<file path="src/rtl/mem_arbiter.sv">
// Round-robin arbiter sharing one burst-oriented memory port between the
// icache refill path and the dcache refill/writeback path.
module mem_arbiter #(
  parameter int BURST_LEN = 4,
  parameter int ADDR_W    = 32
) (
  input  logic              clk_i,
  input  logic              rst_i,
  input  logic              ic_req_valid_i,
  input  logic [ADDR_W-1:0] ic_req_addr_i,
  output logic              ic_req_ready_o,
  output logic              ic_rdata_valid_o,
  output logic [31:0]       ic_rdata_o,
  input  logic              dc_req_valid_i,
  input  logic              dc_req_rnw_i,
  input  logic [ADDR_W-1:0] dc_req_addr_i,
  output logic              dc_req_ready_o,
  input  logic [31:0]       dc_wdata_i,
  output logic              dc_wdata_ready_o,
  output logic              dc_rdata_valid_o,
  output logic [31:0]       dc_rdata_o,
  output logic              mem_req_valid_o,
  output logic              mem_req_rnw_o,
  output logic [ADDR_W-1:0] mem_req_addr_o,
  input  logic              mem_req_ready_i,
  output logic              mem_wdata_valid_o,
  output logic [31:0]       mem_wdata_o,
  input  logic              mem_wdata_ready_i,
  input  logic              mem_rdata_valid_i,
  input  logic [31:0]       mem_rdata_i,
  output logic              busy_o
);

  // state | meaning
  // IDLE  | waiting for a request, grants in this cycle
  // CMD   | command held to memory until accepted
  // RDATA | forwarding read beats to the owner
  // WDATA | streaming dcache write beats to memory

  localparam int CNT_W = (BURST_LEN > 1) ? $clog2(BURST_LEN) : 1;
  localparam logic [CNT_W-1:0] LAST_BEAT = CNT_W'(BURST_LEN - 1);

  typedef enum logic [1:0] {IDLE, CMD, RDATA, WDATA} state_e;

  state_e             state_q, state_d;
  logic               owner_dc_q, owner_dc_d;
  logic               rnw_q, rnw_d;
  logic               last_dc_q, last_dc_d;
  logic [ADDR_W-1:0]  addr_q, addr_d;
  logic [CNT_W-1:0]   cnt_q, cnt_d;
  logic               grant_dc, grant_ic;

  always_ff @(posedge clk_i) begin
    if (rst_i) begin
      state_q    <= IDLE;
      owner_dc_q <= 1'b0;
      rnw_q      <= 1'b0;
      last_dc_q  <= 1'b0;
      addr_q     <= '0;
      cnt_q      <= '0;
    end else begin
      state_q    <= state_d;
      owner_dc_q <= owner_dc_d;
      rnw_q      <= rnw_d;
      last_dc_q  <= last_dc_d;
      addr_q     <= addr_d;
      cnt_q      <= cnt_d;
    end
  end

  always_comb begin
    state_d           = state_q;
    owner_dc_d        = owner_dc_q;
    rnw_d             = rnw_q;
    last_dc_d         = last_dc_q;
    addr_d            = addr_q;
    cnt_d             = cnt_q;
    grant_dc          = 1'b0;
    grant_ic          = 1'b0;
    ic_req_ready_o    = 1'b0;
    ic_rdata_valid_o  = 1'b0;
    ic_rdata_o        = '0;
    dc_req_ready_o    = 1'b0;
    dc_wdata_ready_o  = 1'b0;
    dc_rdata_valid_o  = 1'b0;
    dc_rdata_o        = '0;
    mem_req_valid_o   = 1'b0;
    mem_req_rnw_o     = 1'b0;
    mem_req_addr_o    = '0;
    mem_wdata_valid_o = 1'b0;
    mem_wdata_o       = '0;
    busy_o            = 1'b0;

    // Outputs stay quiet during the reset cycle, even mid-transaction.
    if (!rst_i) begin
      busy_o = (state_q != IDLE);
      unique case (state_q)
        IDLE: begin
          grant_dc = dc_req_valid_i && (!ic_req_valid_i || !last_dc_q);
          grant_ic = ic_req_valid_i && !grant_dc;
          if (grant_dc) begin
            dc_req_ready_o = 1'b1;
            owner_dc_d     = 1'b1;
            addr_d         = dc_req_addr_i;
            rnw_d          = dc_req_rnw_i;
            last_dc_d      = 1'b1;
            state_d        = CMD;
          end else if (grant_ic) begin
            ic_req_ready_o = 1'b1;
            owner_dc_d     = 1'b0;
            addr_d         = ic_req_addr_i;
            rnw_d          = 1'b1;
            last_dc_d      = 1'b0;
            state_d        = CMD;
          end
        end
        CMD: begin
          mem_req_valid_o = 1'b1;
          mem_req_rnw_o   = rnw_q;
          mem_req_addr_o  = addr_q;
          if (mem_req_ready_i) begin
            cnt_d   = '0;
            state_d = rnw_q ? RDATA : WDATA;
          end
        end
        RDATA: begin
          if (mem_rdata_valid_i) begin
            if (owner_dc_q) begin
              dc_rdata_valid_o = 1'b1;
              dc_rdata_o       = mem_rdata_i;
            end else begin
              ic_rdata_valid_o = 1'b1;
              ic_rdata_o       = mem_rdata_i;
            end
            cnt_d = cnt_q + CNT_W'(1);
            if (cnt_q == LAST_BEAT) state_d = IDLE;
          end
        end
        WDATA: begin
          mem_wdata_valid_o = 1'b1;
          mem_wdata_o       = dc_wdata_i;
          dc_wdata_ready_o  = mem_wdata_ready_i;
          if (mem_wdata_ready_i) begin
            cnt_d = cnt_q + CNT_W'(1);
            if (cnt_q == LAST_BEAT) state_d = IDLE;
          end
        end
        default: state_d = IDLE;
      endcase
    end
  end

endmodule

</file>
<file path="config.mk">
export PLATFORM = sky130hd
export DESIGN_NAME = mem_arbiter
export DESIGN_NICKNAME = d
export VERILOG_FILES = /design/src/rtl/mem_arbiter.sv
export SDC_FILE = /design/constraint.sdc
export NUM_CORES = 1
export LEC_CHECK = 0
export ABC_AREA = 1
export BUFFER_PORTS_ARGS = -buffer_cell sky130_fd_sc_hd__buf_2
export CORE_AREA = 2 2 105 107
export DETAILED_ROUTE_END_ITERATION = 6
export DIE_AREA = 0 0 107 109
export PLACE_DENSITY = 0.68
export SLEW_MARGIN = 20
export SYNTH_ARGS = -nofsm -noshare
export SYNTH_HDL_FRONTEND = slang
export SYNTH_SLANG_ARGS = --single-unit
</file>
<file path="constraint.sdc">
create_clock -name clk_i -period 1.3 [get_ports clk_i]
set_input_delay 0.195 -clock clk_i [delete_from_list [all_inputs] [get_ports clk_i]]
set_output_delay 0.195 -clock clk_i [all_outputs]
set_load 0.02 [all_outputs]
</file>
==> flow_summary.ini, run 1 <==
[timing]
max_freq_mhz = 609
hold_ws_ps = 117
slew_viol_final = 0
setup_slack_ps = -342
slew_headroom = 0.725
setup_viol = 174
rsz0062_at_grt = yes
tightestPinTransition_ps = 412
hold_viol = 0
finalClockSkew_ps = 4.97
period_minus_slack_ps = 1640
tns_ps = -43870
finalCritPeriodShare = 1.26

[clock_network]
clk_pin_slew_ps = 80
clock_latency_ps = 290
cts_inserted_buffers = 5
cts_root_buf = clkbuf_8
htreeDepth = 2
cts_tree = yes
hold_buffers = 0
cts_buffer_depth = 2
cts.sink_count = 38

[final_layout]
fillers = 871
final_nets = 939
syn_to_final_growth_pct = 124
drive_gt1_frac = 0.660
diodes = 0
final_cell_mix = buf_2 (136), inv_1 (107), nor2_4 (97), buf_6 (94), buf_4 (79)
layout_commonest_cell = buf_2

[placement]
dp.final_hpwl_mm = 9.26
gp_congestion = 0.797
io_buffers = 272

[die]
pin_count = 273
dieWidth_microns = 107
coreArea_sq_um = 10600
fp.dieArea_sq_um = 11700
die_h_microns = 109
initial_core_util = 0.290
rows = 38

[worst_setup_path]
start_kind = flop
r2r_cells = 9
required_ps = 1110
critPathKind = flop to output pin
worstSetupEndpointType = output pin
cp_data_arrival_time_ps = 1450
path_max_fanout = 9

[global_route]
grt_max_degree = 37
grt_usage = 0.218
grt_pass1_vias = 4103
antenna_found_initial = 0
grt_pass1_wl_mm = 20.3
overflow = 0

[synthesis]
ys_ff_latch = 38
ys_warn_count = 0
syn_nets = 630
syn_area_per_cell_sq_um = 6.24
ys_types = 22
synthFlopType = dfxtp_1
ys_seq_area_frac = 0.247
synth-async-reset-ratio = 0
synth-edff-count = 0
syn_inst = 493
syn_area_sq_um = 3080

[power]
power_frac_clock = 0.093
vdd_drop_max_mv = 0.997
power_switching_uw = 3710
p_leak_uw = 0.00363
intPower_uw = 5050
switching_share = 0.423
p_per_area_nw_per_um2 = 1270
p_comb_frac = 0.696
seq_power_share = 0.211

[drt]
dr.pass1.iters = 4
vias = 4273
ant_nets = 0
first_iter_violations = 187
totalWireLength_mm = 13.5
drc = 0
wire_per_inst_microns = 14.3
routed_via_density = 4.54

[run]
cap_violations = 0

[run_status]
violations = setup timing
run_status = finished, violations left

[worst_hold_path]
hp-class = input pin to flop
min_delay_path_depth = 3
## metal layers
metal | vias to the layer above | track usage | share of wire
li1 | 2111 | - | -
met1 | 1944 | 0.245 | 0.37
met2 | 194 | 0.419 | 0.54
met3 | 24 | 0.0383 | 0.066
met4 | 0 | 0.0603 | 0.021
met5 | - | 0 | 0
## Yosys cell counts, types with 2 or more instances
library cell | number | share of area
a21oi_1 | 4 | 0.0065
buf_2 | 9 | 0.015
buf_6 | 16 | 0.059
clkbuf_1 | 9 | 0.011
dfxtp_1 | 38 | 0.25
inv_1 | 110 | 0.13
inv_2 | 5 | 0.0061
nand2_1 | 42 | 0.051
nand2_2 | 2 | 0.0041
nand3_1 | 71 | 0.12
nor2_1 | 114 | 0.14
nor2_2 | 21 | 0.043
nor2_4 | 11 | 0.040
o211a_1 | 32 | 0.10
o21ai_0 | 2 | 0.0033
## worst max-delay path, cell delays in order, from the launching register on
cell	delay (ps)
dfxtp_2	350
inv_4	50
buf_12	120
nor3_4	150
inv_4	100
buf_16	170
nor2_4	100
buf_6	120
## final timing paths
path | startpoint | to | slack [ps]
setup / recovery | state_q[1]$_SDFFE_PP0P_ | mem_wdata_o[30] | -340
hold / removal | dc_req_rnw_i | rnw_q$_SDFFE_PP0P_ | 120
setup reg to reg | state_q[0]$_SDFFE_PP0P_ | addr_q[27]$_SDFFE_PP0P_ | -180
hold reg to reg | cnt_q[1]$_SDFFE_PP0P_ | cnt_q[1]$_SDFFE_PP0P_ | 470
## sequential cells by signal, summed over array words and instances, names as in the netlist
register / cells
last_dc_q: 1
cnt_q: 2
addr_q: 32
state_q: 2
rnw_q: 1
## power by group through the flow
| stage | combinational (uW) | clock [uW] | sequential [uW] |
|---|---|---|---|
| finish | 6100 | 810 | 1850 |
| global route | 6500 | 884 | 1910 |
| CTS | 5800 | 831 | 1840 |
| detailed placement | 4030 | 0 | 1860 |
| global placement | 4000 | 0 | 1850 |
| floorplan | 2840 | 0 | 1800 |
## cell type report
type                       count  area [sq um]  area share
timing repair buffer         336          2900       0.421
multi-input combinational    306          2500       0.363
clock buffer                   5          68.8     0.00998
tap                          140           175      0.0254
clock inverter                 2          15.0     0.00218
inverter                     115           462      0.0670
sequential                    38           767       0.111
## through the flow
stage	cell area, sq um	total power, uW	setup slack (ps)	cells	utilization
after floorplan	3760	4640	-138	493	-
after global placement	5490	5850	-73.8	913	0.518
after detailed placement	5490	5900	-84.3	913	0.518
after CTS	6670	8470	-363	939	0.629
after global routing	6890	9300	-394	942	0.650
final	6890	8750	-342	942	0.650
## cell families (layout without fill, tap and decap cells)
group | Yosys count | in the layout | share of synthesized area
buf+inv | 149 | 458 | 0.225
simple gates | 266 | 266 | 0.408
fa+ha+maj | 1 | 1 | 0.00407
flops | 38 | 38 | 0.247
compound gates | 39 | 39 | 0.116
## timing repair
action,in CTS,in global routing
setup endpoints to repair,170,175
gates cloned,8,0
pin swaps,7,11
setup buffers,12,5
gates resized for setup,249,64
(Power assumes the default switching activity.)
==> run 2: changes to the inputs <==
- CORE_AREA: 2 2 105 107 -> not set
- CORE_ASPECT_RATIO: not set -> 2
- CORE_MARGIN: not set -> 4
- CORE_UTILIZATION: not set -> 30
- DIE_AREA: 0 0 107 109 -> not set
- PLACE_DENSITY: 0.68 -> 0.69
- SETUP_SLACK_MARGIN: not set -> 0.05
==> flow_summary.ini, run 2 (synthesized netlist as in run 1, its figures left out) <==
[run_status]
run_status = finished, violations left
violations = setup timing

[global_route]
grt_usage = 0.244
grt_max_degree = 37
grt_pass1_wl_mm = 22.7
grt_pass1_vias = 4497
antenna_found_initial = 0
overflow = 0

[timing]
tightestPinTransition_ps = 391
setup_viol = 171
setup_slack_ps = -423
slew_viol_final = 0
rsz0062_at_grt = yes
hold_viol = 0
slew_headroom = 0.740
period_minus_slack_ps = 1720
max_freq_mhz = 580
finalClockSkew_ps = 1.91
finalCritPeriodShare = 1.33

[drt]
wire_per_inst_microns = 17.5
totalWireLength_mm = 16.5
ant_nets = 0
first_iter_violations = 100
routed_via_density = 4.76
vias = 4475
dr.pass1.iters = 5
drc = 0

[power]
vdd_drop_max_mv = 1.24
p_leak_uw = 0.00376
switching_share = 0.402
seq_power_share = 0.197
p_comb_frac = 0.628
p_per_area_nw_per_um2 = 1290
power_switching_uw = 3820
power_frac_clock = 0.175
intPower_uw = 5670

[worst_setup_path]
path_delay_family = simple AND/OR/NAND/NOR gates
critPathKind = flop to output pin
r2r-end = addr_q[8]$_SDFFE_PP0P_
required_ps = 1110
crit_chain = inv_4 -> nor2_4 -> and3_4 -> inv_8 -> buf_6 -> nor2_4 -> buf_6
cp_data_arrival_time_ps = 1530
critPathMaxStageDelay_ps = 350
reg2reg_slack_ps = -170
slowest_stage = dfxtp_2
r2r_cells = 9
path_buf_inv = 4
start_kind = flop
reg2reg_from = state_q[1]$_SDFFE_PP0P_
path_max_fanout = 8
worstSetupEndpointType = output pin

[final_layout]
diodes = 0
register_area_sq_um = 769
syn_to_final_growth_pct = 140
fillers = 663
layout_commonest_cell = buf_2
reg_top3 = addr_q (32), cnt_q (2), state_q (2)
utilization = 0.732
final_nets = 941
multi_input_area_sq_um = 2620
regMostFlops = addr_q
drive_gt1_frac = 0.647
final_cell_area_sq_um = 7380
final_cell_mix = buf_2 (136), buf_6 (132), nor2_4 (131), inv_1 (107), nand3_1 (51)
largest_reg_flops = 32

[run]
cap_violations = 0

[clock_network]
cts_inserted_buffers = 5
clock_latency_ps = 280
cts_tree = yes
clk_pin_slew_ps = 60
hold_buffers = 0
cts_buffer_depth = 2
cts_root_buf = clkbuf_16
htreeDepth = 2
cts.sink_count = 38

[die]
dieWidth_microns = 79.6
rows = 52
coreArea_sq_um = 10100
pin_count = 273
die_h_microns = 151
initial_core_util = 0.305
fp.dieArea_sq_um = 12000

[worst_hold_path]
min-delay-start = dc_req_rnw_i
hp-class = input pin to flop
min_delay_path_depth = 3
min_to = rnw_q$_SDFFE_PP0P_

[placement]
gp_congestion = 0.799
place_area_sq_um = 5550
io_buffers = 272
dp.final_hpwl_mm = 10.4
==> run 2: cell count changes in the layout (fill, tap and decap cells not counted), sizes merged <==
cell,change
bufinv,+2
buf,-3
clkbuf,+6
clkinv,+2
inv,-2
clkinvlp,-2
==> run 2: layout make-up <==
cell class                 count  share of cell area
clock inverter                 2             0.00814
tap                          135              0.0229
clock buffer                   6              0.0188
multi-input combinational    306               0.354
inverter                     115              0.0629
sequential                    38               0.104
timing repair buffer         338               0.428
==> run 2: worst reg2reg max path, delay by kind of cell, from the launching register on <==
kind | cells | cell delay [ps]
AO/OA/AOI/OAI | 1 | 110
buffers and inverters | 5 | 650
flip-flops | 1 | 330
AND/OR/NAND/NOR | 3 | 280
==> run 2: per-layer routing <==
| metal | up-vias | share of wire | track usage |
|---|---|---|---|
| met3 | 46 | 0.078 | 0.0488 |
| met1 | 2075 | 0.31 | 0.223 |
| li1 | 2116 | - | - |
| met4 | 0 | 0.046 | 0.133 |
| met2 | 238 | 0.56 | 0.483 |
| met5 | - | 0 | 0 |
==> run 2: power groups by stage <==
stage | clock, uW | sequential [uW] | combinational, uW
after global placement | 0 | 1860 | 3770
after global routing | 1730 | 1910 | 6320
after floorplan | 0 | 1800 | 2870
after detailed placement | 0 | 1870 | 3840
after CTS | 1670 | 1870 | 5480
final | 1660 | 1870 | 5960
==> run 2: worst max path at each step <==
stage | from | to | slack (ps) | cells past startpoint
finish | state_q[1]$_SDFFE_PP0P_ | ic_rdata_o[25] | -420 | 7
global route | state_q[1]$_SDFFE_PP0P_ | ic_rdata_o[21] | -470 | 7
global placement | state_q[0]$_SDFFE_PP0P_ | mem_req_rnw_o | -90 | 6
floorplan | state_q[0]$_SDFFE_PP0P_ | mem_wdata_o[10] | -130 | 6
detailed placement | state_q[0]$_SDFFE_PP0P_ | mem_req_rnw_o | -180 | 6
CTS | state_q[1]$_SDFFE_PP0P_ | ic_rdata_o[24] | -390 | 7
==> run 2: per-stage QoR <==
| stage | total power [uW] | instances | setup slack, ps | setup TNS, ps | hold slack (ps) |
|---|---|---|---|---|---|
| global placement | 5620 | 903 | -89.7 | -8500 | 421 |
| floorplan | 4680 | 493 | -134 | -6730 | 316 |
| detailed placement | 5710 | 903 | -182 | -14960 | 424 |
| finish | 9480 | 940 | -423 | -52240 | 169 |
| global route | 9970 | 940 | -473 | -61700 | 208 |
| CTS | 9020 | 931 | -388 | -49870 | 162 |
==> run 2: what timing repair did <==
item / CTS / global route
gates cloned: 9 / 5
hold endpoints to repair: 0 / 0
setup endpoints to repair: 171 / 175
resized for setup: 273 / 77
setup buffers: 12 / 4
pin swaps: 11 / 12
